File: config.mk
export PLATFORM = sky130hd
export DESIGN_NAME = seg7_scan_display
export DESIGN_NICKNAME = d
export VERILOG_FILES = /design/src/rtl/seg7_pkg.sv /design/src/rtl/bcd_to_seg7.sv /design/src/rtl/seg7_scan_display.sv
export SDC_FILE = /design/constraint.sdc
export NUM_CORES = 1
export LEC_CHECK = 0
export BUFFER_PORTS_ARGS = -buffer_cell sky130_fd_sc_hd__buf_2
export CAP_MARGIN = 20
export CORE_AREA = 5 5 118 120
export DETAILED_ROUTE_END_ITERATION = 6
export DIE_AREA = 0 0 123 125
export GPL_TIMING_DRIVEN = 0
export MAX_ROUTING_LAYER = met4
export PLACE_DENSITY = 0.62
export SLEW_MARGIN = 40
export SYNTH_ARGS = -nofsm -noshare
export SYNTH_HDL_FRONTEND = slang
export SYNTH_SLANG_ARGS = --single-unit
export TNS_END_PERCENT = 5
File: constraint.sdc
create_clock -name clk -period 2.8 [get_ports clk]
set_input_delay 0.56 -clock clk [delete_from_list [all_inputs] [get_ports clk]]
set_output_delay 0.56 -clock clk [all_outputs]
set_load 0.1 [all_outputs]
File: src/rtl/seg7_pkg.sv
// seg7_pkg: shared constants, types and helpers for the 8-digit multiplexed
// 7-segment calendar/time display.
//   - field codes for the edit selector (SEL_*)
//   - page encoding (PAGE_TIME / PAGE_DATE)
//   - active-high segment patterns {g,f,e,d,c,b,a}
//   - frame_t: one scan frame's snapshot of the counter fields + selector
package seg7_pkg;

  localparam logic [2:0] SEL_SS   = 3'd0;
  localparam logic [2:0] SEL_MM   = 3'd1;
  localparam logic [2:0] SEL_HH   = 3'd2;
  localparam logic [2:0] SEL_DD   = 3'd3;
  localparam logic [2:0] SEL_MO   = 3'd4;
  localparam logic [2:0] SEL_YYYY = 3'd5;
  localparam logic [2:0] SEL_NONE = 3'd6;  // 7 is also treated as "none"

  typedef enum logic {
    PAGE_TIME = 1'b0,
    PAGE_DATE = 1'b1
  } page_e;

  localparam logic [6:0] SEG_DASH  = 7'b1000000;  // g only
  localparam logic [6:0] SEG_E     = 7'b1111001;  // a,d,e,f,g
  localparam logic [6:0] SEG_BLANK = 7'b0000000;

  typedef struct packed {
    logic [7:0]  ss;
    logic [7:0]  mm;
    logic [7:0]  hh;
    logic [7:0]  dd;
    logic [7:0]  mo;
    logic [15:0] yyyy;
    logic [2:0]  sel;
  } frame_t;

  // Selector names a field that lives on the time page.
  function automatic logic is_time_field(input logic [2:0] sel);
    return sel <= SEL_HH;
  endfunction

  // Selector names any editable field (anything else is run mode).
  function automatic logic is_edit_field(input logic [2:0] sel);
    return sel <= SEL_YYYY;
  endfunction

endpackage

File: src/rtl/bcd_to_seg7.sv
// bcd_to_seg7: combinational nibble -> active-high segment pattern.
//   nib_i [3:0] : BCD digit; 10..15 show 'E' so a corrupted counter is visible
//   seg_o [6:0] : {g,f,e,d,c,b,a}, 1 = lit
module bcd_to_seg7
  import seg7_pkg::*;
(
  input  logic [3:0] nib_i,
  output logic [6:0] seg_o
);

  always_comb begin
    seg_o = SEG_E;
    case (nib_i)
      4'd0: seg_o = 7'b0111111;
      4'd1: seg_o = 7'b0000110;
      4'd2: seg_o = 7'b1011011;
      4'd3: seg_o = 7'b1001111;
      4'd4: seg_o = 7'b1100110;
      4'd5: seg_o = 7'b1101101;
      4'd6: seg_o = 7'b1111101;
      4'd7: seg_o = 7'b0000111;
      4'd8: seg_o = 7'b1111111;
      4'd9: seg_o = 7'b1101111;
      default: seg_o = SEG_E;
    endcase
  end

endmodule

File: src/rtl/seg7_scan_display.sv
// seg7_scan_display: time-multiplexes the calendar counter onto an 8-digit
// 7-segment display. Page 0 = "HH-MM-SS", page 1 = "DD.MO.YYYY". The field
// under edit blinks. Inputs are snapshotted once per scan frame.
//   clk, rst_n        : system clock, async active-low reset
//   bcd_*             : packed-BCD counter fields
//   select_item [2:0] : 0..5 edit field, 6/7 run mode
//   page_toggle       : 1-cycle pulse, flips page in run mode
//   an  [7:0]         : one-hot digit enable (bit 7 = leftmost)
//   seg [6:0]         : {g,f,e,d,c,b,a}
//   dp                : decimal point
// Outputs are registered; ACTIVE_LOW selects common-anode polarity.
module seg7_scan_display
  import seg7_pkg::*;
#(
  parameter int CLK_HZ     = 50_000_000,
  parameter int SCAN_HZ    = 1000,
  parameter int BLINK_HZ   = 2,
  parameter bit ACTIVE_LOW = 1'b1
) (
  input  logic        clk,
  input  logic        rst_n,
  input  logic [7:0]  bcd_ss,
  input  logic [7:0]  bcd_mm,
  input  logic [7:0]  bcd_hh,
  input  logic [7:0]  bcd_dd,
  input  logic [7:0]  bcd_mo,
  input  logic [15:0] bcd_yyyy,
  input  logic [2:0]  select_item,
  input  logic        page_toggle,
  output logic [7:0]  an,
  output logic [6:0]  seg,
  output logic        dp
);

  localparam int DIG_DIV = CLK_HZ / SCAN_HZ;
  localparam int BLK_DIV = CLK_HZ / (2 * BLINK_HZ);
  localparam int DW      = (DIG_DIV > 1) ? $clog2(DIG_DIV) : 1;
  localparam int BW      = (BLK_DIV > 1) ? $clog2(BLK_DIV) : 1;
  localparam logic [DW-1:0] DIG_LAST = DW'(DIG_DIV - 1);
  localparam logic [BW-1:0] BLK_LAST = BW'(BLK_DIV - 1);

  // Inactive levels of the output pins.
  localparam logic [7:0] AN_OFF  = ACTIVE_LOW ? 8'hFF : 8'h00;
  localparam logic [6:0] SEG_OFF = ACTIVE_LOW ? 7'h7F : 7'h00;
  localparam logic       DP_OFF  = ACTIVE_LOW;

  logic [DW-1:0] dig_cnt_q, dig_cnt_d;
  logic [BW-1:0] blk_cnt_q, blk_cnt_d;
  logic [2:0]    idx_q, idx_d;
  logic          phase_q, phase_d;
  page_e         page_q, page_d;
  frame_t        frame_q, frame_d;
  logic [7:0]    an_q, an_d;
  logic [6:0]    seg_q, seg_d;
  logic          dp_q, dp_d;

  logic          tick;
  logic [3:0]    nib;
  logic          is_dash;
  logic          dp_on;
  logic [2:0]    own_field;
  logic          blank;
  logic [6:0]    dec_seg;
  logic [6:0]    seg_raw;

  // ---------------------------------------------------------------- timing
  always_comb begin
    tick      = (dig_cnt_q == DIG_LAST);
    dig_cnt_d = tick ? '0 : dig_cnt_q + DW'(1);
    idx_d     = tick ? idx_q + 3'd1 : idx_q;

    blk_cnt_d = (blk_cnt_q == BLK_LAST) ? '0 : blk_cnt_q + BW'(1);
    phase_d   = (blk_cnt_q == BLK_LAST) ? ~phase_q : phase_q;

    // Latch a whole frame at the wrap from digit 7 to digit 0 so a counter
    // update never shows half-old/half-new digits.
    frame_d = frame_q;
    if (tick && idx_q == 3'd7) begin
      frame_d.ss   = bcd_ss;
      frame_d.mm   = bcd_mm;
      frame_d.hh   = bcd_hh;
      frame_d.dd   = bcd_dd;
      frame_d.mo   = bcd_mo;
      frame_d.yyyy = bcd_yyyy;
      frame_d.sel  = select_item;
    end

    // Editing pins the page that holds the field; only run mode honours the
    // toggle, and it acts immediately rather than at frame start.
    page_d = page_q;
    if (is_time_field(frame_q.sel))      page_d = PAGE_TIME;
    else if (is_edit_field(frame_q.sel)) page_d = PAGE_DATE;
    else if (page_toggle)                page_d = page_e'(~page_q);
  end

  // ------------------------------------------------------------ digit map
  always_comb begin
    nib       = 4'h0;
    is_dash   = 1'b0;
    dp_on     = 1'b0;
    own_field = SEL_NONE;
    if (page_q == PAGE_TIME) begin
      case (idx_q)
        3'd7: begin nib = frame_q.hh[7:4]; own_field = SEL_HH; end
        3'd6: begin nib = frame_q.hh[3:0]; own_field = SEL_HH; end
        3'd5: is_dash = 1'b1;
        3'd4: begin nib = frame_q.mm[7:4]; own_field = SEL_MM; end
        3'd3: begin nib = frame_q.mm[3:0]; own_field = SEL_MM; end
        3'd2: is_dash = 1'b1;
        3'd1: begin nib = frame_q.ss[7:4]; own_field = SEL_SS; end
        default: begin nib = frame_q.ss[3:0]; own_field = SEL_SS; end
      endcase
    end else begin
      case (idx_q)
        3'd7: begin nib = frame_q.dd[7:4]; own_field = SEL_DD; end
        3'd6: begin nib = frame_q.dd[3:0]; own_field = SEL_DD; dp_on = 1'b1; end
        3'd5: begin nib = frame_q.mo[7:4]; own_field = SEL_MO; end
        3'd4: begin nib = frame_q.mo[3:0]; own_field = SEL_MO; dp_on = 1'b1; end
        3'd3: begin nib = frame_q.yyyy[15:12]; own_field = SEL_YYYY; end
        3'd2: begin nib = frame_q.yyyy[11:8];  own_field = SEL_YYYY; end
        3'd1: begin nib = frame_q.yyyy[7:4];   own_field = SEL_YYYY; end
        default: begin nib = frame_q.yyyy[3:0]; own_field = SEL_YYYY; end
      endcase
    end
  end

  bcd_to_seg7 u_dec (
    .nib_i (nib),
    .seg_o (dec_seg)
  );

  // Blanking drops segments/dp only; the anode stays on so the scan is
  // uninterrupted. Dash digits own SEL_NONE and so never match an edit code.
  always_comb begin
    blank   = ~phase_q && is_edit_field(frame_q.sel) && (own_field == frame_q.sel);
    seg_raw = blank ? SEG_BLANK : (is_dash ? SEG_DASH : dec_seg);
    an_d    = ACTIVE_LOW ? ~(8'h01 << idx_q) : (8'h01 << idx_q);
    seg_d   = ACTIVE_LOW ? ~seg_raw : seg_raw;
    dp_d    = ACTIVE_LOW ? ~(dp_on & ~blank) : (dp_on & ~blank);
  end

  // ------------------------------------------------------------- registers
  always_ff @(posedge clk or negedge rst_n) begin
    if (!rst_n) begin
      dig_cnt_q <= '0;
      blk_cnt_q <= '0;
      idx_q     <= '0;
      phase_q   <= 1'b1;
      page_q    <= PAGE_TIME;
      frame_q   <= '0;
      an_q      <= AN_OFF;
      seg_q     <= SEG_OFF;
      dp_q      <= DP_OFF;
    end else begin
      dig_cnt_q <= dig_cnt_d;
      blk_cnt_q <= blk_cnt_d;
      idx_q     <= idx_d;
      phase_q   <= phase_d;
      page_q    <= page_d;
      frame_q   <= frame_d;
      an_q      <= an_d;
      seg_q     <= seg_d;
      dp_q      <= dp_d;
    end
  end

  assign an  = an_q;
  assign seg = seg_q;
  assign dp  = dp_q;

endmodule

==> metrics list <==
* Largest clock skew in the final design: 8.80 ps
* Highest-delay cell along the critical path: sky130_fd_sc_hd__a222oi_1
- Sequential share of the synthesized area: 54.3%
* CTS Buf Count: 17
* X dimension of the die: 123 µm
* Number of non-filler instances in the completed layout: 752
- For this run, the total global-route usage over all layers was measured as 18.0%.
* Clk sink count: 120
* Worst hold path class: in2async
- Antenna diode instance count: 0
- Synthesized flop and latch total: 120
- Worst-case vdd ir drop: 0.421 mV
- Summed over all layers, the routed wires come to 12,800 µm.
- The pre-antenna-repair detailed-routing pass consisted of 5 iterations.
- Arrival time at the worst endpoint: 3100 ps
- Row cnt: 42
- Syn. warnings: 0
* Hold violation total from the final report: 0
* DRC Markers: 0
- For this run, the top clock speed supported by timing is 364 MHz.
* Logic pwr share: 9.3%
- TritonCTS built the clock tree.
* Non-Filler Cell Area, Final: 7020 µm²
* Number of antenna violations at the first check in global routing: 0
* Fraction of final layout cells sized beyond drive strength 1: 41.7%
- Post-detailed-route wirelength per cell: 17.1 µm
- Clock latency on the worst-skew pair: 420 ps
- Number of distinct library cells after synthesis: 56
* Max Root-Sink Buffers: 2
- For this block, the initial DRC count from the detailed router was 286.
- After synthesis, the largest area contributor takes up 46.3% of total cell area.
- Critical Path RT: 3150 ps
- Sequential Power Share: 41.3%
- Hold_ws: 84.5 ps
- Final RePlAce weighted congestion: 0.804
* Switching Fraction: 23.6%
- Category of the critical setup timing path: reg2reg
- Clock group share of total power: 49.4%
* Top Ports: 78
- Of all flip-flops after synthesis, the portion carrying an async set or reset was 100%.
- Global route overflow: 0
* Quantity of hold-fixing buffers added after cts: 0
- Leakage power figure: 3.10 nW
- Effective utilization at floorplan: 43.3%
- Cell internal power was estimated by the tool at 3.41 mW.
- Counting flops with a built-in enable in the synthesized netlist gives 0.
- Core Region: 12,900 µm²
* Per-instance average area after synthesis: 12.0 µm²
- Stage delay of the slowest cell on the critical path: 510 ps
- The signal on the critical path passes through ha_2, ha_2, buf_4, a222oi_1, and4_4, o32ai_4, ha_2, nand2b_1, a41o_1.
* Summed instance area of the synthesized netlist: 5570 µm²
- Flop-to-flop setup slack: 50 ps
- In this run the worst path has a maximum fanout of 10.
* Most common cell on crit path: sky130_fd_sc_hd__ha_2
- Placed instance area: 6220 µm²
* Leading register cell type out of synthesis: sky130_fd_sc_hd__dfrtp_1
- The flow ran to the end, and the final reports show no timing, DRC or antenna violations.
- Cell area power density: 635 nW/µm²
- After routing, the total negative slack on setup checks comes to 0 ps.
- PortBufs: 77
- Compared with the post-synthesis result, the final layout area differs by 26.0%.
- The first global-routing pass estimated 20,600 µm of wire.
- The tool flagged a number of max-cap violations equal to 0.
* Total Nets Final: 637
- H-Tree Level Count: 4
* Mapped Nets: 537
* Worst-margin pin slew: 741 ps
- In the finished design, the share of the clock period the worst path needs comes to 98.2%.
* Largest net degree at the start of global routing: 67
- HPWL after detailed placement: 8900 µm
- Top cells by area, synth: sky130_fd_sc_hd__dfrtp_1 46%, sky130_fd_sc_hd__mux2_2 13%, sky130_fd_sc_hd__dfstp_2 8.0%
- Vertical die dimension: 125 µm
- Post-route antenna net violation count: 0
- Largest area contributor in the synthesized netlist: sky130_fd_sc_hd__dfrtp_1
- Clock Root Buffer: sky130_fd_sc_hd__clkbuf_16
- Count of fill cells added during filler insertion: 1,097
- The via count of the first global-routing pass was 4,087.
- Once placement completed, the tool counted placed cells totaling 717.
* Number of standard cells after synthesis: 463
- Setup violations remaining at the end of the flow were counted as 0.
* P_sw: 1.05 mW
- Crit path capture type: flop
* Die footprint: 15,400 µm²
- Using the TritonRoute via totals, the vias-per-cell ratio works out to 5.24.
* Overall via count from detail_route: 3,943
- The worst pin sits at a relative slew slack of 50.6%.
- Clock transition time at the flip-flop clock pins of the worst setup and hold paths: 50 ps
- CP startpoint kind: flop
* Time the worst path needs with I/O delays and setup: 2750 ps
* Final number of max-transition violations: 0
==> synthesized netlist by cell type, drive strengths merged (2+ instances only) <==
library cell    n
nand2          29
inv            13
nor4b           2
buf            12
ha             12
mux2i           6
nand3          19
a221oi          4
o221ai          2
xnor2          17
and2            4
nor2           36
nand2b          2
o211a           2
nor4            5
dfrtp         103
xor2           21
o32ai           4
a222oi          7
dfstp          17
nor3b           3
o21ai          18
mux2           64
and3           10
a21oi           9
nor3            3
clkbuf          8
nor2b           4
nand4           6
o32a            2
and4            3
or4             2
==> cells in the final DEF (no fill, tap or decap), types with 17 or more instances in the layout <==
master	n
sky130_fd_sc_hd__buf_2	80
sky130_fd_sc_hd__clkbuf_16	17
sky130_fd_sc_hd__dfrtp_1	102
sky130_fd_sc_hd__dfstp_2	17
sky130_fd_sc_hd__mux2_2	63
sky130_fd_sc_hd__nand2_1	29
sky130_fd_sc_hd__nand3_1	19
sky130_fd_sc_hd__nor2_1	35
sky130_fd_sc_hd__xnor2_1	17
sky130_fd_sc_hd__xor2_1	21
==> power groups by stage <==
stage | Clock [mW] | Combinational (mW) | Sequential (mW)
3_5_place_dp | 0 | 0.396 | 1.87
4_1_cts | 2.24 | 0.402 | 1.84
2_1_floorplan | 0 | 0.123 | 2.01
6_report | 2.20 | 0.416 | 1.84
5_1_grt | 2.35 | 0.447 | 1.85
3_3_place_gp | 0 | 0.382 | 1.87
==> cells by family after synthesis <==
| group | count (synthesis) | share of synthesized area, % |
|---|---|---|
| xor gates and xnor gates | 38 | 5.97 |
| and+or+nand+nor | 133 | 12.5 |
| muxes | 70 | 14.1 |
| DFF | 120 | 54.3 |
| adders and majority gates | 12 | 2.69 |
| buffers and inverters | 33 | 2.60 |
| AOI/OAI and AO/OA | 57 | 7.93 |
==> per-layer routing <==
| layer | GRT usage (%) | part of all wire [%] | routed length, µm | vias up |
|---|---|---|---|---|
| met5 | - | 0 | 0 | - |
| met4 | 8.79 | 2.6 | 329 | 0 |
| met3 | 5.06 | 5.4 | 693 | 21 |
| met2 | 27.3 | 49 | 6290 | 116 |
| met1 | 22.1 | 43 | 5520 | 1953 |
| li1 | - | - | - | 1853 |
==> final cells by class <==
cell class / count / area, µm² / area share, %
plain buffers: 16 / 81.3 / 1.16
clock inverters: 9 / 123 / 1.75
multi-input cells: 310 / 2560 / 36.5
repair buffers: 85 / 479 / 6.82
well taps: 176 / 220 / 3.14
clock buffers: 23 / 478 / 6.80
flip-flops and latches: 120 / 3030 / 43.1
inverters: 13 / 52.6 / 0.748
==> registers in the layout, summed over array words and instances (netlist names) <==
name,flops
dig_cnt_q,16
an,8
frame_q,59
seg,7
page_q,1
idx_q,3
blk_cnt_q,24
dp,1
phase_q,1
==> worst paths after layout <==
path,from,to,cells after the start
max,idx_q[1],seg[6],9
min,rst_n,frame_q[36],1
max reg2reg,idx_q[1],seg[6],9
min reg2reg,dig_cnt_q[0],dig_cnt_q[0],1
max in group asynchronous,rst_n,an[1],2
min in group clk,bcd_hh[1],frame_q[36],2
==> timing repair <==
action	CTS	global route
pin swaps	4	9
resized for setup	20	26
setup buffers	2	5
endpoints found under the setup margin	7	7
==> worst max-delay path, delay by kind of cell (launching register included) <==
family	cells	cell delay (ps)
AND/OR/NAND/NOR	2	490
flip-flops	1	420
buffers and inverters	1	190
adder cells (fa/ha/maj)	3	670
AO/OA/AOI/OAI	3	890
==> metrics by stage <==
stage                     power, mW  utilization [%]  worst slack, ps
after floorplan                2.13                -              167
after global placement         2.25             48.0             -402
after detailed placement       2.27             48.3             -455
after CTS                      4.49             53.5             2.47
after global routing           4.65             54.6            -5.79
final                          4.46             54.6             50.0
(Power assumes the default switching activity.)
